--- src/rtl/uart_pkg.sv ---
// Shared definitions for the parametrised UART transmit framer:
// parity-mode encodings, FSM state encoding and the parity-bit helper.
package uart_pkg;

    localparam logic [1:0] PAR_NONE = 2'b00;
    localparam logic [1:0] PAR_EVEN = 2'b01;
    localparam logic [1:0] PAR_ODD  = 2'b10;
    localparam logic [1:0] PAR_MARK = 2'b11;

    // Each state is named after the bit currently on the line.
    typedef enum logic [2:0] {
        IDLE   = 3'd0,
        ARM    = 3'd1,
        START  = 3'd2,
        DATA   = 3'd3,
        PARITY = 3'd4,
        STOP   = 3'd5
    } tx_state_e;

    // even_par is the XOR of the latched data word.
    function automatic logic parity_bit(input logic [1:0] mode, input logic even_par);
        case (mode)
            PAR_EVEN: parity_bit = even_par;
            PAR_ODD:  parity_bit = ~even_par;
            PAR_MARK: parity_bit = 1'b1;
            default:  parity_bit = 1'b1;
        endcase
    endfunction

endpackage

--- src/rtl/uart_tx_shreg.sv ---
// Data shift register for the UART framer: loads a word, shifts one bit per
// request in the configured order and keeps the word's even parity.
module uart_tx_shreg #(
    parameter int DATA_BITS = 8,
    parameter int MSB_FIRST = 0
) (
    input  logic                 clk,
    input  logic                 rst_n,
    input  logic                 load,
    input  logic                 shift,
    input  logic [DATA_BITS-1:0] din,
    output logic                 bit_out,
    output logic                 par_out
);

    logic [DATA_BITS-1:0] sh_q, sh_d, sh_next_s;
    logic                 par_q, par_d;

    // The outgoing bit always sits at the end selected by MSB_FIRST.
    generate
        if (MSB_FIRST != 0) begin : g_msb
            assign bit_out   = sh_q[DATA_BITS-1];
            assign sh_next_s = {sh_q[DATA_BITS-2:0], 1'b0};
        end else begin : g_lsb
            assign bit_out   = sh_q[0];
            assign sh_next_s = {1'b0, sh_q[DATA_BITS-1:1]};
        end
    endgenerate

    assign par_out = par_q;

    // Next-state: load has priority over shift; parity is fixed at load time.
    always_comb begin
        sh_d  = sh_q;
        par_d = par_q;
        if (load) begin
            sh_d  = din;
            par_d = ^din;
        end else if (shift) begin
            sh_d = sh_next_s;
        end else begin
            sh_d = sh_q;
        end
    end

    // Shift register and parity flops.
    always_ff @(posedge clk or negedge rst_n) begin
        if (!rst_n) begin
            sh_q  <= '0;
            par_q <= 1'b0;
        end else begin
            sh_q  <= sh_d;
            par_q <= par_d;
        end
    end

endmodule

--- src/rtl/uart_tx_frame.sv ---
// UART transmit framer: pops words from a FWFT FIFO and sends start, data,
// optional parity and stop bits paced by an external baud tick.
module uart_tx_frame
    import uart_pkg::*;
#(
    parameter int DATA_BITS = 8,
    parameter int STOP_BITS = 1,
    parameter int MSB_FIRST = 0
) (
    input  logic                 clk,
    input  logic                 rst_n,
    input  logic                 tx_clk_bps,
    input  logic [DATA_BITS-1:0] tx_data,
    input  logic                 tx_buf_not_empty,
    output logic                 tx_read_buf,
    input  logic [1:0]           parity_mode,
    output logic                 tx_pin_out,
    output logic                 tx_band_sig,
    output logic                 tx_done
);

    localparam int                CNT_W     = $clog2(DATA_BITS);
    localparam logic [CNT_W-1:0]  LAST_BIT  = CNT_W'(DATA_BITS - 1);
    localparam logic              STOP_LAST = 1'(STOP_BITS - 1);

    tx_state_e        state_q, state_d;
    logic [CNT_W-1:0] bit_cnt_q, bit_cnt_d;
    logic             stop_cnt_q, stop_cnt_d;
    logic [1:0]       mode_q, mode_d;
    logic             pin_q, pin_d;
    logic             band_q, band_d;
    logic             read_q, read_d;
    logic             done_q, done_d;
    logic             load_s, shift_s, sh_bit_s, sh_par_s;

    uart_tx_shreg #(
        .DATA_BITS(DATA_BITS),
        .MSB_FIRST(MSB_FIRST)
    ) u_shreg (
        .clk    (clk),
        .rst_n  (rst_n),
        .load   (load_s),
        .shift  (shift_s),
        .din    (tx_data),
        .bit_out(sh_bit_s),
        .par_out(sh_par_s)
    );

    // Framing FSM next-state; every output is registered so the line only moves on ticks.
    always_comb begin
        state_d    = state_q;
        bit_cnt_d  = bit_cnt_q;
        stop_cnt_d = stop_cnt_q;
        mode_d     = mode_q;
        pin_d      = pin_q;
        band_d     = band_q;
        read_d     = 1'b0;
        done_d     = 1'b0;
        load_s     = 1'b0;
        shift_s    = 1'b0;
        case (state_q)
            IDLE: begin
                pin_d = 1'b1;
                if (tx_buf_not_empty) begin
                    read_d  = 1'b1;
                    load_s  = 1'b1;
                    mode_d  = parity_mode;
                    band_d  = 1'b1;
                    state_d = ARM;
                end else begin
                    band_d = 1'b0;
                end
            end
            ARM: begin
                if (tx_clk_bps) begin
                    pin_d   = 1'b0;
                    state_d = START;
                end else begin
                    state_d = ARM;
                end
            end
            START: begin
                if (tx_clk_bps) begin
                    pin_d     = sh_bit_s;
                    shift_s   = 1'b1;
                    bit_cnt_d = '0;
                    state_d   = DATA;
                end else begin
                    state_d = START;
                end
            end
            DATA: begin
                if (tx_clk_bps) begin
                    if (bit_cnt_q != LAST_BIT) begin
                        bit_cnt_d = bit_cnt_q + CNT_W'(1);
                        pin_d     = sh_bit_s;
                        shift_s   = 1'b1;
                    end else if (mode_q != PAR_NONE) begin
                        pin_d   = parity_bit(mode_q, sh_par_s);
                        state_d = PARITY;
                    end else begin
                        pin_d      = 1'b1;
                        stop_cnt_d = 1'b0;
                        state_d    = STOP;
                    end
                end else begin
                    state_d = DATA;
                end
            end
            PARITY: begin
                if (tx_clk_bps) begin
                    pin_d      = 1'b1;
                    stop_cnt_d = 1'b0;
                    state_d    = STOP;
                end else begin
                    state_d = PARITY;
                end
            end
            STOP: begin
                if (tx_clk_bps) begin
                    if (stop_cnt_q != STOP_LAST) begin
                        stop_cnt_d = stop_cnt_q + 1'b1;
                    end else begin
                        done_d = 1'b1;
                        // Back-to-back: the next start bit begins on this same tick.
                        if (tx_buf_not_empty) begin
                            read_d  = 1'b1;
                            load_s  = 1'b1;
                            mode_d  = parity_mode;
                            pin_d   = 1'b0;
                            state_d = START;
                        end else begin
                            pin_d   = 1'b1;
                            band_d  = 1'b0;
                            state_d = IDLE;
                        end
                    end
                end else begin
                    state_d = STOP;
                end
            end
            default: begin
                state_d = IDLE;
                pin_d   = 1'b1;
                band_d  = 1'b0;
            end
        endcase
    end

    // State, counters and registered outputs.
    always_ff @(posedge clk or negedge rst_n) begin
        if (!rst_n) begin
            state_q    <= IDLE;
            bit_cnt_q  <= '0;
            stop_cnt_q <= 1'b0;
            mode_q     <= PAR_NONE;
            pin_q      <= 1'b1;
            band_q     <= 1'b0;
            read_q     <= 1'b0;
            done_q     <= 1'b0;
        end else begin
            state_q    <= state_d;
            bit_cnt_q  <= bit_cnt_d;
            stop_cnt_q <= stop_cnt_d;
            mode_q     <= mode_d;
            pin_q      <= pin_d;
            band_q     <= band_d;
            read_q     <= read_d;
            done_q     <= done_d;
        end
    end

    assign tx_pin_out  = pin_q;
    assign tx_band_sig = band_q;
    assign tx_read_buf = read_q;
    assign tx_done     = done_q;

endmodule

--- config.mk ---
export PLATFORM = sky130hd
export DESIGN_NAME = uart_tx_frame
export DESIGN_NICKNAME = d
export VERILOG_FILES = /design/src/rtl/uart_pkg.sv /design/src/rtl/uart_tx_shreg.sv /design/src/rtl/uart_tx_frame.sv
export SDC_FILE = /design/constraint.sdc
export NUM_CORES = 1
export LEC_CHECK = 0
export CORE_MARGIN = 10
export CORE_UTILIZATION = 48
export DETAILED_ROUTE_END_ITERATION = 10
export GPL_ROUTABILITY_DRIVEN = 1
export PLACE_DENSITY = 0.78
export SLEW_MARGIN = 20
export SYNTH_ARGS = -nofsm -noshare
export SYNTH_HDL_FRONTEND = slang
export SYNTH_HIERARCHICAL = 1
export SYNTH_SLANG_ARGS = --single-unit
--- constraint.sdc ---
create_clock -name clk -period 2.9 [get_ports clk]
set_input_delay 0.435 -clock clk [delete_from_list [all_inputs] [get_ports clk]]
set_output_delay 0.435 -clock clk [all_outputs]
set_load 0.02 [all_outputs]
-- After elaboration in Yosys (flattened, before gate mapping)
Index checks and enable logic that the tools add are counted.
- register bits: 22
- bits of input ports: 14
- output and inout bits: 4
- word-level logic and storage cells: 102
- add/sub/neg operators: 2
- equal/unequal tests: 21
- muxes and demuxes: 53
- bitwise gates (word level): 2
- reductions and logical operators: 14
- operators with widths (operator ; number):
    1-bit two-way mux ; 29
    3-bit two-way mux ; 8
    2-bit != test, second input constant ; 11
    3-bit one-hot mux with 6 select lines ; 1
    8-bit two-way mux ; 2
    6-bit AND reduction ; 2
    2-bit two-way mux ; 5
    3-bit != test, second input constant ; 3
    4-bit AND reduction ; 2
    2-bit nonzero test ; 4
    8-bit XOR reduction ; 1
    3-bit by 2-bit equality test with 1-bit output, second input constant ; 2
    3-bit equality test, second input constant ; 2
    1-bit one-hot mux with 2 select lines ; 3
    1-bit one-hot mux with 3 select lines ; 2
    3-bit one-hot mux with 2 select lines ; 1
    3-bit AND reduction ; 2
    1-bit one-hot mux with 5 select lines ; 1
    2-bit one-hot mux with 2 select lines ; 1
    4-bit OR reduction ; 1
    3-bit by 1-bit adder with 3-bit output, second input constant ; 1
    3-bit by 1-bit equality test with 1-bit output, second input constant ; 1
    3-bit logical NOT ; 1
    3-bit nonzero test ; 1
    4 further kinds ; 5

-- Depth between registers and ports, before layout
Gate-level depths: netlist (run 1).
- depth after elaboration: 6
- mapped depth: 7
- gate-level depth less buffers: 6

-- By module
The synthesis (run 1) kept the hierarchy.
- by module, submodules not included (module ; instances ; cells each ; area each (µm²) ; seq. area each (µm²)):
    uart_tx_frame ; 1 ; 73 ; 705.7 ; 301.5
    uart_tx_shreg ; 1 ; 45 ; 455.4 ; 225.2

-- Worst setup path after synthesis (run 1)
Ideal clock, no wire load.
- path kind: register -> register
- start point: reg bit_cnt_q[0]
- end point: reg u_shreg.sh_q[0]
- setup time: 0.132 ns
- arrival time: 1.505 ns
- data required time: 2.768 ns
- setup slack: 1.262 ns
- stages on the path, launching flop included: 8
- path buffers: 2
- clock period less this slack: 1.638 ns
- path through: dfrtp_1 ha_1 ha_1 buf_2 a21oi_1 buf_2 mux2i_1 o21ai_0
- word-level cells in the longest chain between the ends: 5
- RTL lines (element ; line ; source):
    from (decl) ; uart_tx_frame.sv:27 ; logic [CNT_W-1:0] bit_cnt_q, bit_cnt_d;
    from (signal assigned) ; uart_tx_frame.sv:163 ; bit_cnt_q <= bit_cnt_d;
    3-bit != test ; uart_tx_frame.sv:94 ; if (bit_cnt_q != LAST_BIT) begin
    1-bit two-way mux ; uart_tx_frame.sv:94 ;
    1-bit two-way mux ; uart_tx_frame.sv:93 ; if (tx_clk_bps) begin
    1-bit one-hot mux with 2 select lines ; uart_tx_frame.sv:61 ; case (state_q)
    named net shift_s ; uart_tx_frame.sv:34 ; logic load_s, shift_s, sh_bit_s, sh_par_s;
    2-bit nonzero test (no source line) ; -- ;
    to (signal assigned) ; uart_tx_shreg.sv:49 ; sh_q <= '0;
    to (signal assigned) ; uart_tx_shreg.sv:52 ; sh_q <= sh_d;
    to (decl) ; uart_tx_shreg.sv:16 ; logic [DATA_BITS-1:0] sh_q, sh_d, sh_next_s;
The timed path passes the listed nets, and every way through them passes these cells.
A chain may end at the register's enable or synchronous reset.

-- Worst setup path after layout (run 1)
- start point: reg pin_q, in the netlist tx_pin_out
- end point: out tx_pin_out
- RTL lines (element ; line ; source):
    from (decl) ; uart_tx_frame.sv:30 ; logic pin_q, pin_d;
    from (signal assigned) ; uart_tx_frame.sv:166 ; pin_q <= pin_d;
    to (decl) ; uart_tx_frame.sv:17 ; output logic tx_pin_out,
No word-level cell between the ends.

==> results.md, run 1 <==
* DP Area at 0.00133 mm^2
* RSZ-0062 raised after global routing: no
* Register bit total from synthesis at 21
* Layout cell share with drive strength beyond 1 at 0.0827
* TritonCTS clock tree: built
* Post-synthesis sequential area ratio at 0.454
* Vias in the first global route at 853
* Syn nets at 134
* Post-DRT Antenna Nets at 0
* Measured slew at the worst slew-check pin at 931 ps
* Crit path max-delay cell type: clkdlybuf4s50_1
* Clk sinks at 21
* Total Die Area at 0.00479 mm^2
* Worst path cell trace: clkdlybuf4s50_1
* Power Total at approximately 0.0010 W
* Via count at just under 900
* Grt total ovfl at 0
* Placed cell count at 157
* Status: complete, no violations
* Ant diodes at 0
* Worst Path Arrival at 1450 ps
* Crit path max fanout at 2
* Initial antenna violation count at 0
* Core area at around 0.0023 mm^2
* CTS buffer count at 3
* Final #Nets at 150
* # DRC at 0
* Pre-antenna DRT Iters at 4
* Worst path buffer plus inverter count at 1
* Critical Path Max Stage Delay at 600 ps
* Clk buf depth at 2
* Dpl hpwl at around 1700 um
* Avg Vias per Cell at 5.52
* Final hold violation count at 0
* Async S/R FF share, synth at 1.00
* CTS H-tree lvls at 1
* CP Launch Type: flop
* Max rail drop VDD at slightly below 500 uV
* IO Count at 18
* Pwr Density at 752 mW/mm^2
* Leakage at 0.581 nW
* Initial DRC count at 54
* Max Freq at 530 MHz
* Commonest register cell after synthesis: dfrtp_1
* Util after Layout at 0.603
* Critical path data required time at 2470 ps
* Overall routing resource usage at 0.0919
* First-pass GRT wire length at 3790 um
* Max-slew headroom at 0.377
* Die Ht at 69.2 um
* P&R area growth vs syn at 17.1%
* Initial cell density of the core at 0.515
* Clock latency on the worst-skew pair at 300 ps
* Worst hold-check path type: flop to flop
* Die Wd at ~69 um
* CP top delay family: buffers and inverters
* Largest net degree at the start of global routing at 22
* RePlAce Congestion at 0.785
* Syn avg cell area at 9.84 um^2
* Fin Setup TNS at 0 ps
* CP Class: flop to output port
* Unique masters post-synth at 33
* Final cell count without fillers at approximately 160
* Post-cts sizing count at 0
* Post-Synthesis Cells at 118
* Final setup vio count at 0
* Slew Limit Fails at 0
* Port bufs at 17
* Cell row count at 17
* Setup Skew at 9.04 ps
* Wire per inst at 14.0 um
* Cts hold-fix bufs at 0
* Drt total wl at around 2200 um
* Postcts setup bufs at 0
* Final Cell Area at 0.00136 mm^2
* Max Cap Violations at 0
* Clock period minus worst slack at 1890 ps
* Clk slew on worst S/H paths at roughly 110 ps
* Synth warn at 6
* Mapped cell area at 0.00116 mm^2
* Final Cycle Share at 0.651
* EDFF count, synth at 0
* Crit. End Element: output port
* CTS root buffer: clkbuf_4
[kinds of logic after synthesis]
kind of cell / share of synthesized area
multiplexers: 0.0948
adder cells (fa/ha/maj): 0.0215
AND/OR/NAND/NOR: 0.155
buffers and inverters: 0.0409
flip-flops: 0.454
AO/OA/AOI/OAI: 0.181
XOR/XNOR: 0.0528
[synthesized netlist by cell type (2+ instances only)]
cell / n / area [um^2]
nor2b_1: 3 / 18.8
inv_1: 2 / 7.51
nand2b_1: 6 / 37.5
mux2i_1: 8 / 80.1
a22o_1: 3 / 26.3
o211ai_1: 2 / 15.0
o21ai_1: 3 / 15.0
buf_2: 5 / 25.0
dfrtp_1: 20 / 500
nand2_1: 14 / 52.6
nor2_1: 5 / 18.8
a21oi_1: 8 / 40.0
xnor2_1: 7 / 61.3
o21ai_0: 11 / 55.1
ha_1: 2 / 25.0
mux2_4: 2 / 30.0
[layout by cell type, fill, tap and decap left out, types with 2 or more instances in the layout]
cell type	Yosys	final
dfrtp_1	20	20
clkdlybuf4s50_1	0	17
nand2_1	14	14
o21ai_0	11	11
a21oi_1	8	8
mux2i_1	8	8
xnor2_1	7	7
nand2b_1	6	6
nor2_1	5	5
nor2b_1	3	3
o21ai_1	3	3
a22o_1	3	3
clkbuf_4	0	3
inv_1	2	2
o211ai_1	2	2
mux2_4	2	2
ha_1	2	2
[per-stage QoR]
| step | hold slack, ps | setup WS, ps |
|---|---|---|
| final | 519 | 1010 |
| after global routing | 556 | 886 |
| after floorplan | 139 | 1260 |
| after global placement | 492 | 853 |
| after CTS | 522 | 995 |
| after detailed placement | 506 | 792 |
[final timing paths]
path | endpoint | start | slack [ps] | depth (start not counted)
worst min register to register | tx_pin_out | tx_pin_out | 520 | 2
worst min-delay path | tx_pin_out | tx_pin_out | 520 | 2
worst max register to register | u_shreg/sh_q[2] | state_q[1] | 1080 | 6
max in group asynchronous | u_shreg/sh_q[3] | rst_n | 1690 | 1
min in group asynchronous | tx_band_sig | rst_n | 640 | 1
worst max-delay path | tx_pin_out | tx_pin_out | 1010 | 1
[registers in the layout (all words and copies together), names as in the netlist]
name,count
tx_done,1
u_shreg/par_out,1
tx_read_buf,1
mode_q,2
state_q,3
bit_cnt_q,3
u_shreg/sh_q,8
tx_pin_out,1
tx_band_sig,1
[routing by layer]
| layer | share of wire | up-vias | global-route usage | wire (um) |
|---|---|---|---|---|
| li1 | - | 441 | - | - |
| met1 | 0.45 | 430 | 0.108 | 1000 |
| met2 | 0.49 | 15 | 0.145 | 1110 |
| met3 | 0.054 | 2 | 0.0428 | 122 |
| met4 | 0.0071 | 0 | 0.0266 | 16 |
| met5 | 0 | - | 0 | 0 |
[where the power goes]
group          internal (W)  switching (W)  total [W]
combinational      0.000209       0.000184   0.000393
clock             0.0000537      0.0000840   0.000138
sequential         0.000388       0.000104   0.000492
total              0.000650       0.000373    0.00102
[cell type report]
type,instances,area [um^2]
fill,219,895
multi-input combinational,88,587
sequential,21,527
timing repair buffer,18,178
tap,28,35.0
clock buffer,4,26.3
inverter,2,7.51
No activity file was read; power rests on OpenSTA's default activity.
==> inputs of run 2 (changes only) <==
- clock period: 2.9 -> 1.8 ns (I/O delays scaled with it)
==> results.md, run 2 (synthesis results as in run 1) <==
* Status: complete, no violations
* CTS H-tree lvls at 1
* Max Cap Violations at 0
* Core area at 0.00225 mm^2
* Max Freq at 582 MHz
* Pwr Density at ~1200 mW/mm^2
* Worst Path Arrival at 1450 ps
* Die Wd at 69.2 um
* CP top delay family: buffers and inverters
* Commonest non-fill, non-tap cell in the layout: dfrtp_1
* Grt total ovfl at 0
* Largest net degree at the start of global routing at 22
* IO Count at 18
* Max-slew headroom at 0.810
* Fin Setup TNS at 0 ps
* Total Die Area at 0.00479 mm^2
* Die Ht at 69.2 um
* FF+latch area at 527 um^2
* P&R area growth vs syn at 22.5%
* Leakage at roughly 0.62 nW
* Multi-input logic area at 589 um^2
* Final #Nets at 158
* Setup Skew at 5.84 ps
* Initial antenna violation count at 0
* Port bufs at 17
* CP Launch Type: flop
* Worst hold-check path type: primary input to async pin
* Clk buf depth at 2
* Pre-antenna DRT Iters at 4
* # DRC at 0
* Slew Limit Fails at 0
* Worst path buffer plus inverter count at 1
* CP Depth at 1
* Measured slew at the worst slew-check pin at 284 ps
* Cts hold-fix bufs at 0
* Fillers at ~200
* Via count at 913
* Clock latency on the worst-skew pair at 300 ps
* Worst R2R Setup Slack at 120 ps
* Most frequent cells in the layout: dfrtp_1 (20), clkdlybuf4s50_1 (17), nand2_1 (14)
* Layout cell share with drive strength beyond 1 at 0.142
* Top reg by flops: u_shreg/sh_q
* Reg2reg path depth at 6
* Cell row count at 17
* Critical path data required time at 1530 ps
* Clk slew on worst S/H paths at 120 ps
* Biggest registers after layout: u_shreg/sh_q: 8 flops, bit_cnt_q: 3 flops, state_q: 3 flops
* Vias in the first global route at 911
* Avg Vias per Cell at roughly 5.4
* Final hold violation count at 0
* Crit path max fanout at 2
* Wire per inst at between 10 and 15 um
* Clk sinks at 21
* Post-DRT Antenna Nets at 0
* CP Class: flop to output port
* Drt total wl at between 2000 and 2500 um
* First-pass GRT wire length at around 4200 um
* Worst path cell trace: clkdlybuf4s50_1
* Util after Layout at 0.631
* Clock period minus worst slack at 1720 ps
* Ant diodes at 0
* Crit path max-delay cell type: clkdlybuf4s50_1
* Max rail drop VDD at just under 800 uV
* Final Cycle Share at 0.955
* Overall routing resource usage at 0.101
* Max reg flops at 8
* RePlAce Congestion at 0.805
* RSZ-0062 raised after global routing: no
* TritonCTS clock tree: built
* CTS root buffer: clkbuf_4
* Dpl hpwl at 1930 um
* CTS buffer count at 3
* Final setup vio count at 0
* Critical Path Max Stage Delay at approximately 600 ps
* Initial DRC count at 52
* Crit. End Element: output port
* Initial cell density of the core at 0.515
==> run 2: cell count changes in the layout (fill, tap and decap cells not counted), sizes merged <==
cell and change:
buf +8
==> run 2: what timing repair did <==
action / 4_1_cts / 5_1_grt
setup buffers: 0 / 0
resized for setup: 0 / 1
endpoints found under the setup margin: 0 / 5
==> run 2: routing by layer <==
metal,global-route usage,part of all wire
met4,0.0222,0
met2,0.168,0.49
met3,0.0271,0.045
met5,0,0
met1,0.125,0.47
==> run 2: area by class of cell <==
cell class                      instances  share of cell area
Clock buffer                            4              0.0185
Multi-Input combinational cell         88               0.414
Timing Repair Buffer                   26               0.167
Tap cell                               28              0.0246
Inverter                                2             0.00528
Sequential cell                        21               0.370
==> run 2: report_power, final <==
part | internal (W) | leakage, nW | switching [W]
Sequential | 0.000625 | 0.270 | 0.000151
Combinational | 0.000381 | 0.332 | 0.000342
Clock | 0.0000863 | 0.0150 | 0.000141
==> run 2: stage by stage <==
stage          cells  hold WS, ps  cell area (um^2)  worst slack, ps  power [W]
2_1_floorplan    118        -25.6              1160              162    0.00127
3_3_place_gp     165          493              1390              150    0.00145
3_5_place_dp     165          496              1390             60.9    0.00151
4_1_cts          169          302              1420             43.1    0.00173
5_1_grt          169          326              1420             35.7    0.00186
6_report         169          298              1420             81.7    0.00173
==> run 2: path summary, 6_finish.rpt <==
check                        startpoint         endpoint
min                               rst_n  u_shreg/sh_q[6]
min reg2reg                  tx_pin_out       tx_pin_out
max reg2reg                bit_cnt_q[0]  u_shreg/sh_q[4]
min in group clk             tx_pin_out       tx_pin_out
max in group asynchronous         rst_n       tx_pin_out
max                          tx_pin_out       tx_pin_out
==> inputs of run 3 (changes only) <==
- ABC_AREA: not set -> 1
- PLACE_DENSITY: 0.78 -> 0.77
- REMOVE_ABC_BUFFERS: not set -> 1
==> results.md, run 3 <==
* Max reg flops at 8
* Worst hold-check path type: primary input to async pin
* Pwr Density at 1480 mW/mm^2
* Post-DRT Antenna Nets at 0
* Util after Layout at 0.616
* CTS H-tree lvls at 1
* # DRC at 0
* Clk buf depth at 2
* Largest net degree at the start of global routing at 16
* Synth warn at 6
* Syn avg cell area at 7.69 um^2
* Clock latency on the worst-skew pair at 300 ps
* CP Launch Type: flop
* Avg Vias per Cell at 5.23
* Via count at 1166
* CP Class: flop to output port
* Placement Setup Slack at -134 ps
* Mapped cell area at 0.00129 mm^2
* TritonCTS clock tree: built
* Clk slew on worst S/H paths at 120 ps
* Area leader, netlist: dfrtp_1
* Async S/R FF share, synth at 1.00
* Cts hold-fix bufs at 0
* Final Cycle Share at 0.957
* Final cell count without fillers at 223
* Power Total at 0.00231 W
* CP Depth at 1
* Final setup vio count at 0
* Max Freq at 580 MHz
* Overall routing resource usage at 0.117
* Register bit total from synthesis at 21
* Crit path max fanout at 2
* Commonest non-fill, non-tap cell in the layout: nand2_1
* EDFF count, synth at 0
* Crit. End Element: output port
* Layout cell share with drive strength beyond 1 at 0.192
* Initial DRC count at 64
* RePlAce Congestion at approximately 0.90
* Wire per inst at between 10 and 15 um
* RSZ-0062 raised after global routing: no
* Most frequent cells in the layout: nand2_1 (44), inv_1 (23), nor2_1 (20)
* Top cells by area, synth: dfrtp_1 (39%), nand2_1 (13%), inv_1 (6.7%), nor2_1 (5.8%), nand3_1 (3.9%)
* First-pass GRT wire length at 5150 um
* Pre-antenna DRT Iters at 4
* Final #Nets at 210
* Post-Synthesis Cells at between 150 and 200
* Final Worst Setup Slack at 76.5 ps
* Clk sinks at 21
* Biggest registers after layout: u_shreg/sh_q: 8 flops, bit_cnt_q: 3 flops, state_q: 3 flops
* IO Count at 18
* Port bufs at 17
* Unique masters post-synth at 30
* Max Cap Violations at 0
* Clock period minus worst slack at 1720 ps
* Worst path cell trace: clkdlybuf4s50_1
* Setup Skew at 4.78 ps
* Critical path data required time at 1530 ps
* Placed cell count at 219
* Worst path buffer plus inverter count at 1
* Slew Limit Fails at 0
* Status: complete, no violations
* Max rail drop VDD at 776 uV
* Fin Setup TNS at 0 ps
* Dpl hpwl at roughly 2300 um
* Post-synthesis sequential area ratio at 0.408
* Worst Path Arrival at 1450 ps
* Cell with the most instances after synthesis: nand2_1
* Cell row count at 18
* Post-synth top area share at 0.387
* Fillers at around 230
* Leakage at 0.787 nW
* Drt total wl at 2870 um
* Total Die Area at 0.00517 mm^2
* Max-slew headroom at 0.774
* CP top delay family: buffers and inverters
* Critical Path Max Stage Delay at roughly 600 ps
* CTS buffer count at 3
* Final hold violation count at 0
* Reg2reg path depth at 8
* Ant diodes at 0
* Top reg by flops: u_shreg/sh_q
* Grt total ovfl at 0
* Initial antenna violation count at 0
* Measured slew at the worst slew-check pin at 338 ps
* Die Wd at 71.9 um
* Commonest cells post-synth: nand2_1 (44), inv_1 (23), dfrtp_1 (20), nor2_1 (20), nand3_1 (10)
* Die Ht at 71.9 um
* Initial cell density of the core at 0.512
* P&R area growth vs syn at 20.2%
* CTS root buffer: clkbuf_4
* Core area at ~0.0025 mm^2
* Commonest register cell after synthesis: dfrtp_1
* Crit path max-delay cell type: clkdlybuf4s50_1
* Vias in the first global route at roughly 1200
[run 3: logic make-up (layout without fill, tap and decap cells)]
| kind of cell | count (synthesis) | after routing | share of synthesized area |
|---|---|---|---|
| xor+xnor | 2 | 2 | 0.0136 |
| fa+ha+maj | 2 | 2 | 0.0194 |
| compound gates | 27 | 27 | 0.158 |
| flops | 21 | 21 | 0.408 |
| buf+inv | 30 | 55 | 0.0997 |
| mux | 1 | 1 | 0.00774 |
| simple gates | 85 | 85 | 0.294 |
[run 3: path summary, 6_finish.rpt]
| check | startpoint | end | slack, ps |
|---|---|---|---|
| hold / removal | rst_n | tx_done | 220 |
| min in group clk | bit_cnt_q[0] | bit_cnt_q[0] | 500 |
| hold reg to reg | bit_cnt_q[0] | bit_cnt_q[0] | 500 |
| setup reg to reg | state_q[1] | u_shreg/sh_q[4] | 150 |
| max in group asynchronous | rst_n | u_shreg/sh_q[0] | 1070 |
| setup / recovery | tx_pin_out | tx_pin_out | 80 |
[run 3: layer usage]
| metal | global-route usage | up-vias | share of wire |
|---|---|---|---|
| met3 | 0.0190 | 2 | 0.037 |
| met4 | 0.0409 | 0 | 0.0094 |
| met2 | 0.213 | 25 | 0.50 |
| met1 | 0.135 | 550 | 0.45 |
| li1 | - | 589 | - |
| met5 | 0 | - | 0 |
[run 3: stage by stage]
stage | hold WS [ps] | cell area [um^2]
CTS | 242 | 1550
global placement | 475 | 1530
finish | 222 | 1550
floorplan | -25.6 | 1260
global route | 226 | 1550
detailed placement | 485 | 1530
[run 3: final cells by class]
type	count	area, um^2	area share
multi-input combinational	117	637	0.410
clock buffer	4	26.3	0.0169
inverter	27	103	0.0660
sequential	21	528	0.340
timing repair buffer	24	223	0.143
tap	30	37.5	0.0242
[run 3: report_power, final]
part / switching (W) / total [W] / internal, W
logic: 0.000725 / 0.00124 / 0.000516
registers: 0.000150 / 0.000838 / 0.000688
clock network: 0.000142 / 0.000228 / 0.0000861
total: 0.00102 / 0.00231 / 0.00129
[run 3: repair_timing]
| item | in CTS | in global routing |
|---|---|---|
| gates resized for setup | 1 | 1 |
| setup endpoints to repair | 1 | 1 |
| setup buffers | 0 | 0 |
